<file path="config.mk">
export PLATFORM = sky130hd
export DESIGN_NAME = dae_res_collector
export DESIGN_NICKNAME = d
export VERILOG_FILES = /design/src/rtl/dae_res_collector_pkg.sv /design/src/rtl/dae_res_fifo.sv /design/src/rtl/dae_res_collector.sv
export SDC_FILE = /design/constraint.sdc
export NUM_CORES = 1
export LEC_CHECK = 0
export ABC_AREA = 1
export CAP_MARGIN = 25
export CORE_MARGIN = 1.5
export CORE_UTILIZATION = 61
export DETAILED_ROUTE_END_ITERATION = 7
export GPL_ROUTABILITY_DRIVEN = 0
export GPL_TIMING_DRIVEN = 0
export PLACE_DENSITY = 0.87
export SETUP_SLACK_MARGIN = 0.3
export SYNTH_ARGS = -nofsm -noshare
export SYNTH_HDL_FRONTEND = slang
export SYNTH_SLANG_ARGS = --single-unit
</file>
<file path="constraint.sdc">
create_clock -name clk_i -period 4.8 [get_ports clk_i]
set_input_delay 0.96 -clock clk_i [delete_from_list [all_inputs] [get_ports clk_i]]
set_output_delay 0.96 -clock clk_i [all_outputs]
set_load 0.02 [all_outputs]
</file>
<file path="src/rtl/dae_res_collector_pkg.sv">
// Shared types and constants for the DAE result collector.
// Pure declarations: no logic, no latency, no flow control.
package dae_res_collector_pkg;
  localparam int PE_N_BITS      = 32;
  localparam int RES_FIFO_DEPTH = 4;

  typedef enum logic [1:0] {RC_IDLE, RC_RUN, RC_DRAIN, RC_DONE} res_coll_state_t;
endpackage

</file>
<file path="src/rtl/dae_res_fifo.sv">
// Synchronous FIFO for PE results; a push is visible at the head one cycle later.
// No internal backpressure: the producer must never push when full (guaranteed by credits upstream).
module dae_res_fifo #(
  parameter int W     = 32,
  parameter int DEPTH = 4,
  parameter int OCC_W = $clog2(DEPTH + 1)
) (
  input  logic             clk_i,
  input  logic             rst_n_i,
  input  logic             push_i,
  input  logic [W-1:0]     push_data_i,
  input  logic             pop_i,
  output logic [W-1:0]     data_o,
  output logic             full_o,
  output logic             empty_o,
  output logic [OCC_W-1:0] occ_o
);
  localparam int PTR_W = (DEPTH > 1) ? $clog2(DEPTH) : 1;

  logic [W-1:0]     mem_q [DEPTH];
  logic [PTR_W-1:0] wr_ptr_q, wr_ptr_d;
  logic [PTR_W-1:0] rd_ptr_q, rd_ptr_d;
  logic [OCC_W-1:0] occ_q, occ_d;

  always_comb begin
    wr_ptr_d = wr_ptr_q;
    rd_ptr_d = rd_ptr_q;
    occ_d    = occ_q;
    if (push_i) begin
      wr_ptr_d = (wr_ptr_q == PTR_W'(DEPTH - 1)) ? '0 : wr_ptr_q + PTR_W'(1);
    end
    if (pop_i) begin
      rd_ptr_d = (rd_ptr_q == PTR_W'(DEPTH - 1)) ? '0 : rd_ptr_q + PTR_W'(1);
    end
    if (push_i && !pop_i) begin
      occ_d = occ_q + OCC_W'(1);
    end else if (!push_i && pop_i) begin
      occ_d = occ_q - OCC_W'(1);
    end
  end

  always_ff @(posedge clk_i or negedge rst_n_i) begin
    if (!rst_n_i) begin
      wr_ptr_q <= '0;
      rd_ptr_q <= '0;
      occ_q    <= '0;
      for (int i = 0; i < DEPTH; i++) mem_q[i] <= '0;
    end else begin
      wr_ptr_q <= wr_ptr_d;
      rd_ptr_q <= rd_ptr_d;
      occ_q    <= occ_d;
      if (push_i) mem_q[wr_ptr_q] <= push_data_i;
    end
  end

  assign data_o  = mem_q[rd_ptr_q];
  assign full_o  = (occ_q == OCC_W'(DEPTH));
  assign empty_o = (occ_q == '0);
  assign occ_o   = occ_q;
endmodule

</file>
<file path="src/rtl/dae_res_collector.sv">
// Collects registered PE results into a FIFO and hands them off over valid/ready; fire->valid is PE_LATENCY+1.
// Backpressure: stall_o holds PE issue whenever queued plus in-flight results would exceed the FIFO.
module dae_res_collector
  import dae_res_collector_pkg::*;
#(
  parameter int N_BITS     = PE_N_BITS,
  parameter int DEPTH      = RES_FIFO_DEPTH,
  parameter int PE_LATENCY = 1,
  parameter int CNT_W      = 16
) (
  input  logic              clk_i,
  input  logic              rst_n_i,
  input  logic              start_i,
  input  logic [CNT_W-1:0]  n_res_i,
  input  logic              fire_i,
  input  logic [N_BITS-1:0] pe_res_i,
  output logic              stall_o,
  output logic [N_BITS-1:0] out_data_o,
  output logic              out_valid_o,
  input  logic              out_ready_i,
  output logic              busy_o,
  output logic              done_o,
  output logic [CNT_W-1:0]  res_cnt_o
);
  localparam int OCC_W = $clog2(DEPTH + 1);

  res_coll_state_t       state_q, state_d;
  logic [CNT_W-1:0]      n_res_q, n_res_d;
  logic [CNT_W-1:0]      issue_cnt_q, issue_cnt_d;
  logic [CNT_W-1:0]      res_cnt_q, res_cnt_d;
  logic [PE_LATENCY-1:0] vpipe_q, vpipe_d;
  logic [OCC_W-1:0]      occ;
  logic [OCC_W:0]        inflight, credit_used;
  logic                  fifo_empty, fifo_full;
  logic                  accept, push, pop;

  // Credits count both queued entries and results still inside the PE pipe.
  always_comb begin
    inflight = '0;
    for (int i = 0; i < PE_LATENCY; i++) inflight = inflight + (OCC_W+1)'(vpipe_q[i]);
    credit_used = (OCC_W+1)'(occ) + inflight;
    stall_o     = (state_q != RC_RUN) || (credit_used >= (OCC_W+1)'(DEPTH));
    accept      = fire_i && !stall_o;
    vpipe_d     = PE_LATENCY'({vpipe_q, accept});
    push        = vpipe_q[PE_LATENCY-1];
    pop         = !fifo_empty && out_ready_i;
  end

  always_comb begin
    state_d     = state_q;
    n_res_d     = n_res_q;
    issue_cnt_d = issue_cnt_q;
    res_cnt_d   = res_cnt_q + CNT_W'(pop);
    unique case (state_q)
      RC_IDLE: begin
        if (start_i) begin
          n_res_d     = n_res_i;
          issue_cnt_d = '0;
          res_cnt_d   = '0;
          state_d     = (n_res_i != '0) ? RC_RUN : RC_DONE;
        end
      end
      RC_RUN: begin
        if (accept) begin
          issue_cnt_d = issue_cnt_q + CNT_W'(1);
          if (issue_cnt_d == n_res_q) state_d = RC_DRAIN;
        end
      end
      RC_DRAIN: begin
        if ((res_cnt_q == n_res_q) && fifo_empty && (vpipe_q == '0)) state_d = RC_DONE;
      end
      RC_DONE: state_d = RC_IDLE;
      default: state_d = RC_IDLE;
    endcase
  end

  always_ff @(posedge clk_i or negedge rst_n_i) begin
    if (!rst_n_i) begin
      state_q     <= RC_IDLE;
      n_res_q     <= '0;
      issue_cnt_q <= '0;
      res_cnt_q   <= '0;
      vpipe_q     <= '0;
    end else begin
      state_q     <= state_d;
      n_res_q     <= n_res_d;
      issue_cnt_q <= issue_cnt_d;
      res_cnt_q   <= res_cnt_d;
      vpipe_q     <= vpipe_d;
    end
  end

  dae_res_fifo #(
    .W    (N_BITS),
    .DEPTH(DEPTH),
    .OCC_W(OCC_W)
  ) u_fifo (
    .clk_i      (clk_i),
    .rst_n_i    (rst_n_i),
    .push_i     (push),
    .push_data_i(pe_res_i),
    .pop_i      (pop),
    .data_o     (out_data_o),
    .full_o     (fifo_full),
    .empty_o    (fifo_empty),
    .occ_o      (occ)
  );

  assign out_valid_o = !fifo_empty;
  assign busy_o      = (state_q != RC_IDLE);
  assign done_o      = (state_q == RC_DONE);
  assign res_cnt_o   = res_cnt_q;

  push_no_overflow: assert property (@(posedge clk_i) disable iff (!rst_n_i) push |-> !fifo_full);
endmodule

</file>
# Word level (Yosys, flattened, before mapping)

Index checks and enable logic that the tools add are counted.

Bits in registers: 186
Memories: 0
Input port bits: 53
Bits in latches: 0
Output and inout port bits: 52
Memory bits (writable): 0
Memory bits (read-only): 0

Magnitude comparators: 4
Reduce and logical (&&, ||, !) cells: 21
Shifts and indexed selects: 0
Divide/modulo/power cells: 0
Add/subtract/negate cells: 7
Bitwise logic cells: 3
Eq/ne operators: 12
Multiply operators: 0
Muxes and demuxes: 21

Operators by type and width:

| kind                                                                  | number |
|---|---|
| 128-bit bitwise mux                                                   | 1 |
| 32-bit 2-to-1 mux                                                     | 3 |
| 32-bit binary-select mux with 2-bit select                            | 1 |
| 32-bit demux with 2-bit select                                        | 1 |
| 16-bit 2-to-1 mux                                                     | 4 |
| 16-bit equality test                                                  | 2 |
| 16-bit case mux with 2 select lines                                   | 1 |
| 16-bit by 1-bit adder with 16-bit output                              | 1 |
| 16-bit by 1-bit adder with 16-bit output, second input constant       | 1 |
| 16-bit nonzero test                                                   | 1 |
| 2-bit 2-to-1 mux                                                      | 7 |
| 2-bit equality test, second input constant                            | 4 |
| 2-bit inequality test, second input constant                          | 4 |
| 2-bit case mux with 4 select lines                                    | 1 |
| 1-bit logical AND                                                     | 7 |
| 3-bit >= comparator, second input constant                            | 2 |
| 3-bit 2-to-1 mux                                                      | 2 |
| 2-bit inverter with 3-bit output                                      | 2 |
| 2-bit nonzero test                                                    | 3 |
| 2-bit by 1-bit adder with 2-bit output, second input constant         | 2 |
| 3-bit by 1-bit adder with 4-bit output                                | 1 |
| 4-bit by 3-bit >= comparator with 1-bit output, second input constant | 1 |
| 1-bit zero test                                                       | 4 |
| 4-bit AND reduction                                                   | 1 |
| 11 further kinds                                                      | 11 |

# Depth between registers and ports, before layout

Gate-level depths: netlist of run 1.

Depth in word-level cells: 7
Gate-level depth with buffers: 17
Depth with buffers taken out: 17

# Hierarchy

From an unflattened synthesis of run 1, not the netlist that was laid out.

Cells, all modules: 1163
Area, all modules: 9870.7 µm²

Modules (own cells, without submodules):

| module            | cells each | area each (µm²) | instances |
|---|---|---|---|
| dae_res_fifo      | 735        | 6730.2          | 1 |
| dae_res_collector | 428        | 3140.5          | 1 |

# Worst setup path after synthesis of run 1

Ideal clock, no wire load.

Path type: register to output
Start point: register u_fifo.rd_ptr_q[0]
End point: output out_data_o[10]
Slack: 2.240 ns
Arrival time: 1.600 ns
Stages on the path, launching flop included: 7
Path through: dfrtp_1 -> clkbuf_1 -> inv_1 -> clkbuf_1 -> clkbuf_1 -> nor2_1 -> o22ai_1

Cells in the longest elaborated chain, start to end: 4

Ends and longest elaborated chain:

| what                                                   | RTL line                | source |
|---|---|---|
| start, declared                                        | dae_res_fifo.sv:22      | `logic [PTR_W-1:0] rd_ptr_q, rd_ptr_d;` |
| start signal, assigned                                 | dae_res_fifo.sv:50      | `rd_ptr_q <= rd_ptr_d;` |
| 2-bit inverter with 3-bit output (implied by the code) | dae_res_fifo.sv:56      | `assign data_o = mem_q[rd_ptr_q];` |
| 32-bit binary-select mux with 2-bit select             | dae_res_fifo.sv:56      |  |
| 32-bit 2-to-1 mux (implied by the code) (2 in series)  | dae_res_fifo.sv:56      |  |
| end, declared                                          | dae_res_collector.sv:18 | `output logic [N_BITS-1:0] out_data_o,` |

No other way between the ends. The select of a mux whose other input is x is not followed.

# Final worst setup path of run 1

Start point: register u_fifo.rd_ptr_q[0]
End point: output out_data_o[17]

The elaborated chain is that of the path after synthesis.

==> metrics.txt, run 1 <==
Post-Layout Cell Count=roughly 1400; router iterations before antenna repair=6; synth top area cells=dfrtp_1 (52%), o21ai_0 (12%), nand2_1 (11%), nor2_1 (4.0%), inv_1 (3.9%); placed cells=1385; first-pass GRT wire length=37.47 mm; WL per Instance=roughly 17 um; cell taking the most area after synthesis=dfrtp_1; clk slew on worst S/H paths=0.07 ns; Max transition margin=0.5395; post-route cell area=approximately 11000 um2; Synth Register Bits=186; initial antenna violation count=0; crit path kind=reg -> out; Starting DRT DRC Count=a little over 1000; clock sink count=~190; Power per Cell Area=670.7 nW/um2; layout cells sized above 1=0.04785; Die Span Y=124.1 um; H-tree levels=4; status=complete, no violations; Post-CTS Resized=0; drt via density=approximately 5.9; Setup Fix Bufs, Post-CTS=0; crit start category=flop; Worst Slack Setup Final=a little over 0.7 ns; # diodes=0; total grt overflow=0; reg-to-reg endpoint=res_cnt_o[14]; fin. max-slew vios=0; Final Critical Period=4.075 ns; hold depth=2; Mapped Area=8946 um2; Area after DPL=roughly 10000 um2; Tightest Hold Check Type=reg -> reg; clock buffer depth=2; Clk Tree Root Cell=clkbuf_16; cell leakage power=a little over 0.005 uW; fin nets=between 1000 and 1500; Top Layer Used=met4; Worst Hold Launch=u_fifo.mem_q[68]; Slew @ Worst Pin=0.6908 ns; R2R depth=14; gr usage total=0.3163; later-pin clock latency in the skew report=about 0.44 ns; post-synth top area share=0.5203; syn nets=about 1200; Seq/Total Area, Yosys=0.5203; wirelength, routed=between 20 and 25 mm; Initial Util=0.6202; highest clock rate=roughly 0.25 GHz; met2 wire len=approximately 11 mm; IO Port Bufs=104; met3 WL post-DR=about 1.9 mm; P&R area growth vs syn=21.82%; Antenna Nets Post-Route=0; Reg2Reg Setup Slack=~2.1 ns; io pins=around 110; Cell variety after synth=37; Clock Skew=between 0.009 and 0.01 ns; CTS tree=built; DRC=0; final setup violation count=0; Max-cap violations=0; core area=14420 um2; post-detail-place hpwl=15.66 mm; pin count of the biggest net entering global routing=98; Crit. End Element=output pin; Peak VDD IR=0.0003439 V; RSZ-0062 raised after global routing=no; Tcrit/Tclk final=0.8490; Chip Width=between 100 and 150 um; Mapped Cells=1096; Metal-1 WL=between 9 and 10 mm; Worst Hold Path EP=u_fifo.mem_q[68]; Place WS=1.299 ns; vias in the first global route=~7900; Die Area=between 15000 and 20000 um2; final count of hold timing violations=0; Worst EP arrival=approximately 3.1 ns; placement row count=44; FF-to-FF Start=u_fifo.occ_o[0]; DR vias=~8400; cts-stage hold buffer count=0; Syn. warnings=0; largest fanout on the critical path=10; worst endpoint required time=approximately 3.8 ns; CTS buffer count=17; Avg Synthesized Cell Area=between 8 and 9 um2
worst max-delay path by stage:
| stage | from | end | slack (ns) |
|---|---|---|---|
| CTS | u_fifo.rd_ptr_q[0] | out_data_o[17] | 0.81 |
| global placement | rst_n_i | u_fifo.mem_q[121] | -4.85 |
| detailed placement | u_fifo.rd_ptr_q[0] | out_data_o[4] | 1.30 |
| global route | u_fifo.rd_ptr_q[0] | out_data_o[17] | 0.60 |
| finish | u_fifo.rd_ptr_q[0] | out_data_o[17] | 0.72 |
| floorplan | u_fifo.rd_ptr_q[0] | out_data_o[10] | 2.24 |
cell usage in the layout, fill, tap and decap left out, drive strengths merged, types with 2 or more instances in the layout:
cell type / n
nand2: 270
o21ai: 222
dfrtp: 186
clkdlybuf4s50: 103
nor2: 102
inv: 95
clkbuf: 68
o22ai: 47
nand3: 43
a21oi: 14
nand4: 14
ha: 13
clkinv: 8
xor2: 6
xnor2: 6
buf: 6
nor3: 5
bufinv: 5
nor4: 5
nand3b: 4
o2111ai: 2
o211ai: 2
clkinvlp: 2
per-stage QoR:
step	hold slack [ns]	util	setup TNS, ns	power (uW)
global placement	0.4595	0.7084	-901.02	5553
floorplan	0.4478	-	0	4461
global route	0.4943	0.7556	0	7767
detailed placement	0.4679	0.7106	0	5674
CTS	0.4836	0.7556	0	7263
finish	0.4835	0.7556	0	7309
critical path, stage by stage, from the launching register on:
cell             delay [ns]
dfrtp_1                0.43
clkbuf_1               0.23
inv_1                  0.12
clkbuf_1               0.35
clkbuf_1               0.52
nor2_1                 0.09
o22ai_1                0.28
clkdlybuf4s50_1        0.66
layout make-up:
type	count	area [um2]
inverter	96	360.3
multi-input combinational	760	3722
clock buffer	18	429.2
tap	184	230.2
buffer	54	209.0
timing repair buffer	105	1074
clock inverter	14	219.0
sequential	186	4654
fill	1031	3526
cells in the mapped netlist, drive strengths merged:
cell type and number:
clkbuf 50, nand3 43, o22ai 47, nor2 102, nor4 5, o211ai 2
nand2 270, inv 93, and3 1, a211oi 1, clkinv 3, dfrtp 186
fa 1, buf 4, nor3 5, xor2 6, xnor2 6, a21oi 14
ha 13, mux2 1, o21ai 222, nand3b 4, o2111ai 2, nand4 14
or2 1
report_power, final:
| part | switching (uW) | internal (uW) |
|---|---|---|
| sequential | 446 | 2230 |
| combinational | 1850 | 1240 |
| clock | 619 | 928 |
layer usage:
metal,up-vias,global-route usage
met1,4013,0.4314
met4,0,0.1193
met2,444,0.5058
li1,3886,-
met5,-,0
met3,51,0.06090
state kept, by name, summed over array words and instances (netlist names):
signal,cells
push,1
state_q,2
u_fifo.rd_ptr_q,2
res_cnt_o,16
u_fifo.wr_ptr_q,2
u_fifo.mem_q,128
issue_cnt_q,16
u_fifo.occ_o,3
n_res_q,16
cells by family after synthesis:
family / Yosys count / share of synthesized area
AO/OA/AOI/OAI: 288 / 0.1698
XOR/XNOR: 12 / 0.01175
adder cells (fa/ha/maj): 14 / 0.02042
buffers and inverters: 150 / 0.06364
flip-flops: 186 / 0.5203
multiplexers: 1 / 0.001259
AND/OR/NAND/NOR: 445 / 0.2129
No activity file was read; power rests on OpenSTA's default activity.
==> run 2, diff against run 1 <==
CORE_UTILIZATION = 56   (was 61)
PLACE_DENSITY = 0.81   (was 0.87)
clock period = 3.86 ns   (was 4.8 ns; I/O delays follow)
==> run 2 against run 1 <==
  * Clock skew decreased by 0.0032 ns
  * Largest cell class unchanged
  * Count of clock-buffer cells in the layout increased by 3
  * Wire length increased by 0.33%
  * Die area increased by 8.7%
  * Combinational power increased by 24%
  * Final cell count increased by 2.2%
  * Highest routed layer unchanged
  * Clock power increased by 22%
  * Largest power group unchanged
  * Non-clock buffer count unchanged
  * Sequential power increased by 24%
  * Hold slack got worse by 0.19 ns
==> metrics.txt, run 2 (same netlist as run 1, synthesis figures left out) <==
cts-stage hold buffer count=0; later-pin clock latency in the skew report=0.43 ns; worst hold slack=between 0.2 and 0.3 ns; post-detail-place hpwl=about 16 mm; final setup violation count=0; Critical Path Source=u_fifo.rd_ptr_q[0]; Max-cap violations=0; # diodes=0; pin count of the biggest net entering global routing=112; Clk Tree Root Cell=clkbuf_16; total grt overflow=0; highest clock rate=0.2983 GHz; crit path to=out_data_o[13]; gr usage total=0.3020; Clock Skew=~0.0067 ns; placed cells=~1400; vias in the first global route=7939; Die Span Y=between 100 and 150 um; Reg2Reg Setup Slack=1.22 ns; router iterations before antenna repair=5; clock sink count=between 150 and 200; CTS buffer count=17; Worst EP arrival=2.58 ns; drt via density=5.684; Die Area=between 15000 and 20000 um2; R2R depth=14; Fillers=1279; Initial Util=0.5673; Tightest Hold Check Type=in -> async; core area=15770 um2; placement row count=between 40 and 50; fin. max-slew vios=0; Antenna Nets Post-Route=0; Starting DRT DRC Count=790; max reg flops=between 100 and 150; crit start category=flop; final core occ=0.6947; final count of hold timing violations=0; first-pass GRT wire length=between 30 and 40 mm; DRC=0; status=complete, no violations; RSZ-0062 raised after global routing=no; Final Critical Period=about 3.4 ns; clock buffer depth=2; Power per Cell Area=823.2 nW/um2; clk slew on worst S/H paths=0.07 ns; largest fanout on the critical path=10; Tcrit/Tclk final=0.8685; io pins=between 100 and 150; cell leakage power=between 0.005 and 0.006 uW; commonest non-fill, non-tap cell in the layout=nand2_1; IO Port Bufs=between 100 and 150; WL per Instance=~16 um; H-tree levels=4; Peak VDD IR=approximately 0.00047 V; crit path kind=reg -> out; most frequent cells in the layout=nand2_1 (260), o21ai_0 (220), dfrtp_1 (186); Max transition margin=0.5970; FF-to-FF Start=u_fifo.occ_o[0]; reg-to-reg endpoint=res_cnt_o[14]; Crit. End Element=output pin; Reg with most FFs=u_fifo.mem_q; fin nets=around 1300; CTS tree=built; setup_tns=0 ns; DR vias=8230; layout cells sized above 1=0.05519; initial antenna violation count=0; Post-Layout Cell Count=1448; Chip Width=around 130 um; wirelength, routed=23.75 mm; P&R area growth vs syn=22.46%; worst endpoint required time=3.09 ns; Slew @ Worst Pin=between 0.6 and 0.7 ns
==> run 2: cell count changes in the layout (fill, tap and decap cells not counted) <==
cell / before / now
clkbuf_1: 51 / 41
clkbuf_2: 0 / 6
clkdlybuf4s50_1: 103 / 98
dlymetal6s2s_1: 0 / 5
clkbuf_8: 0 / 3
buf_2: 2 / 4
clkbuf_4: 0 / 2
clkinv_4: 3 / 1
bufinv_16: 5 / 4
clkinv_2: 2 / 1
clkinvlp_4: 2 / 3
inv_6: 2 / 1
==> run 2: area by class of cell <==
class	count	area [um2]	area share
sequential	186	4654	0.4249
clock inverter	10	165.2	0.01508
buffer	54	226.5	0.02067
inverter	96	360.3	0.03289
tap	216	270.3	0.02467
clock buffer	21	470.5	0.04294
timing repair buffer	105	1086	0.09913
multi-input combinational	760	3722	0.3398
==> run 2: metal layers <==
metal / GRT usage / up-vias / wire length [um]
li1: - / 3879 / -
met3: 0.05863 / 55 / 1542
met1: 0.4066 / 3949 / 10510
met2: 0.4941 / 347 / 11210
met5: 0 / - / 0
met4: 0.1024 / 0 / 482
==> run 2: through the flow <==
stage	power, uW	setup WS (ns)	cell area (um2)
final	9018	0.5077	10960
after global routing	9643	0.3387	10960
after CTS	9002	0.4189	10930
after detailed placement	7082	0.5791	10290
after global placement	6940	-5.680	10260
after floorplan	5548	1.488	8946
==> run 2: how the worst min path moves through the flow <==
stage                           startpoint                to  slack [ns]  cells past startpoint
after floorplan           u_fifo.mem_q[32]  u_fifo.mem_q[32]        0.45                      2
after global placement    u_fifo.mem_q[61]  u_fifo.mem_q[61]        0.46                      2
after detailed placement  u_fifo.mem_q[80]  u_fifo.mem_q[80]        0.47                      2
after CTS                          rst_n_i   u_fifo.mem_q[7]        0.32                      1
after global routing               rst_n_i   u_fifo.mem_q[7]        0.34                      1
final                              rst_n_i   u_fifo.mem_q[7]        0.29                      1
==> run 2: critical path, cell delays in order, from the launching register on <==
cell             delay (ns)
dfrtp_1                0.42
clkbuf_2               0.20
inv_1                  0.10
clkbuf_2               0.20
clkbuf_2               0.27
o21ai_0                0.14
o22ai_1                0.18
clkdlybuf4s50_1        0.63
==> run 2: power breakdown <==
group | switching [uW] | leakage [uW] | internal, uW
Combinational | 2260 | 0.00262 | 1550
Sequential | 543 | 0.00222 | 2780
Clock | 756 | 0.000302 | 1140
Total | 3560 | 0.00514 | 5460
==> run 2: what timing repair did <==
| item | CTS | global route |
|---|---|---|
| gates resized for setup | 6 | 19 |
| endpoints found under the setup margin | 29 | 24 |
| setup buffers | 0 | 0 |
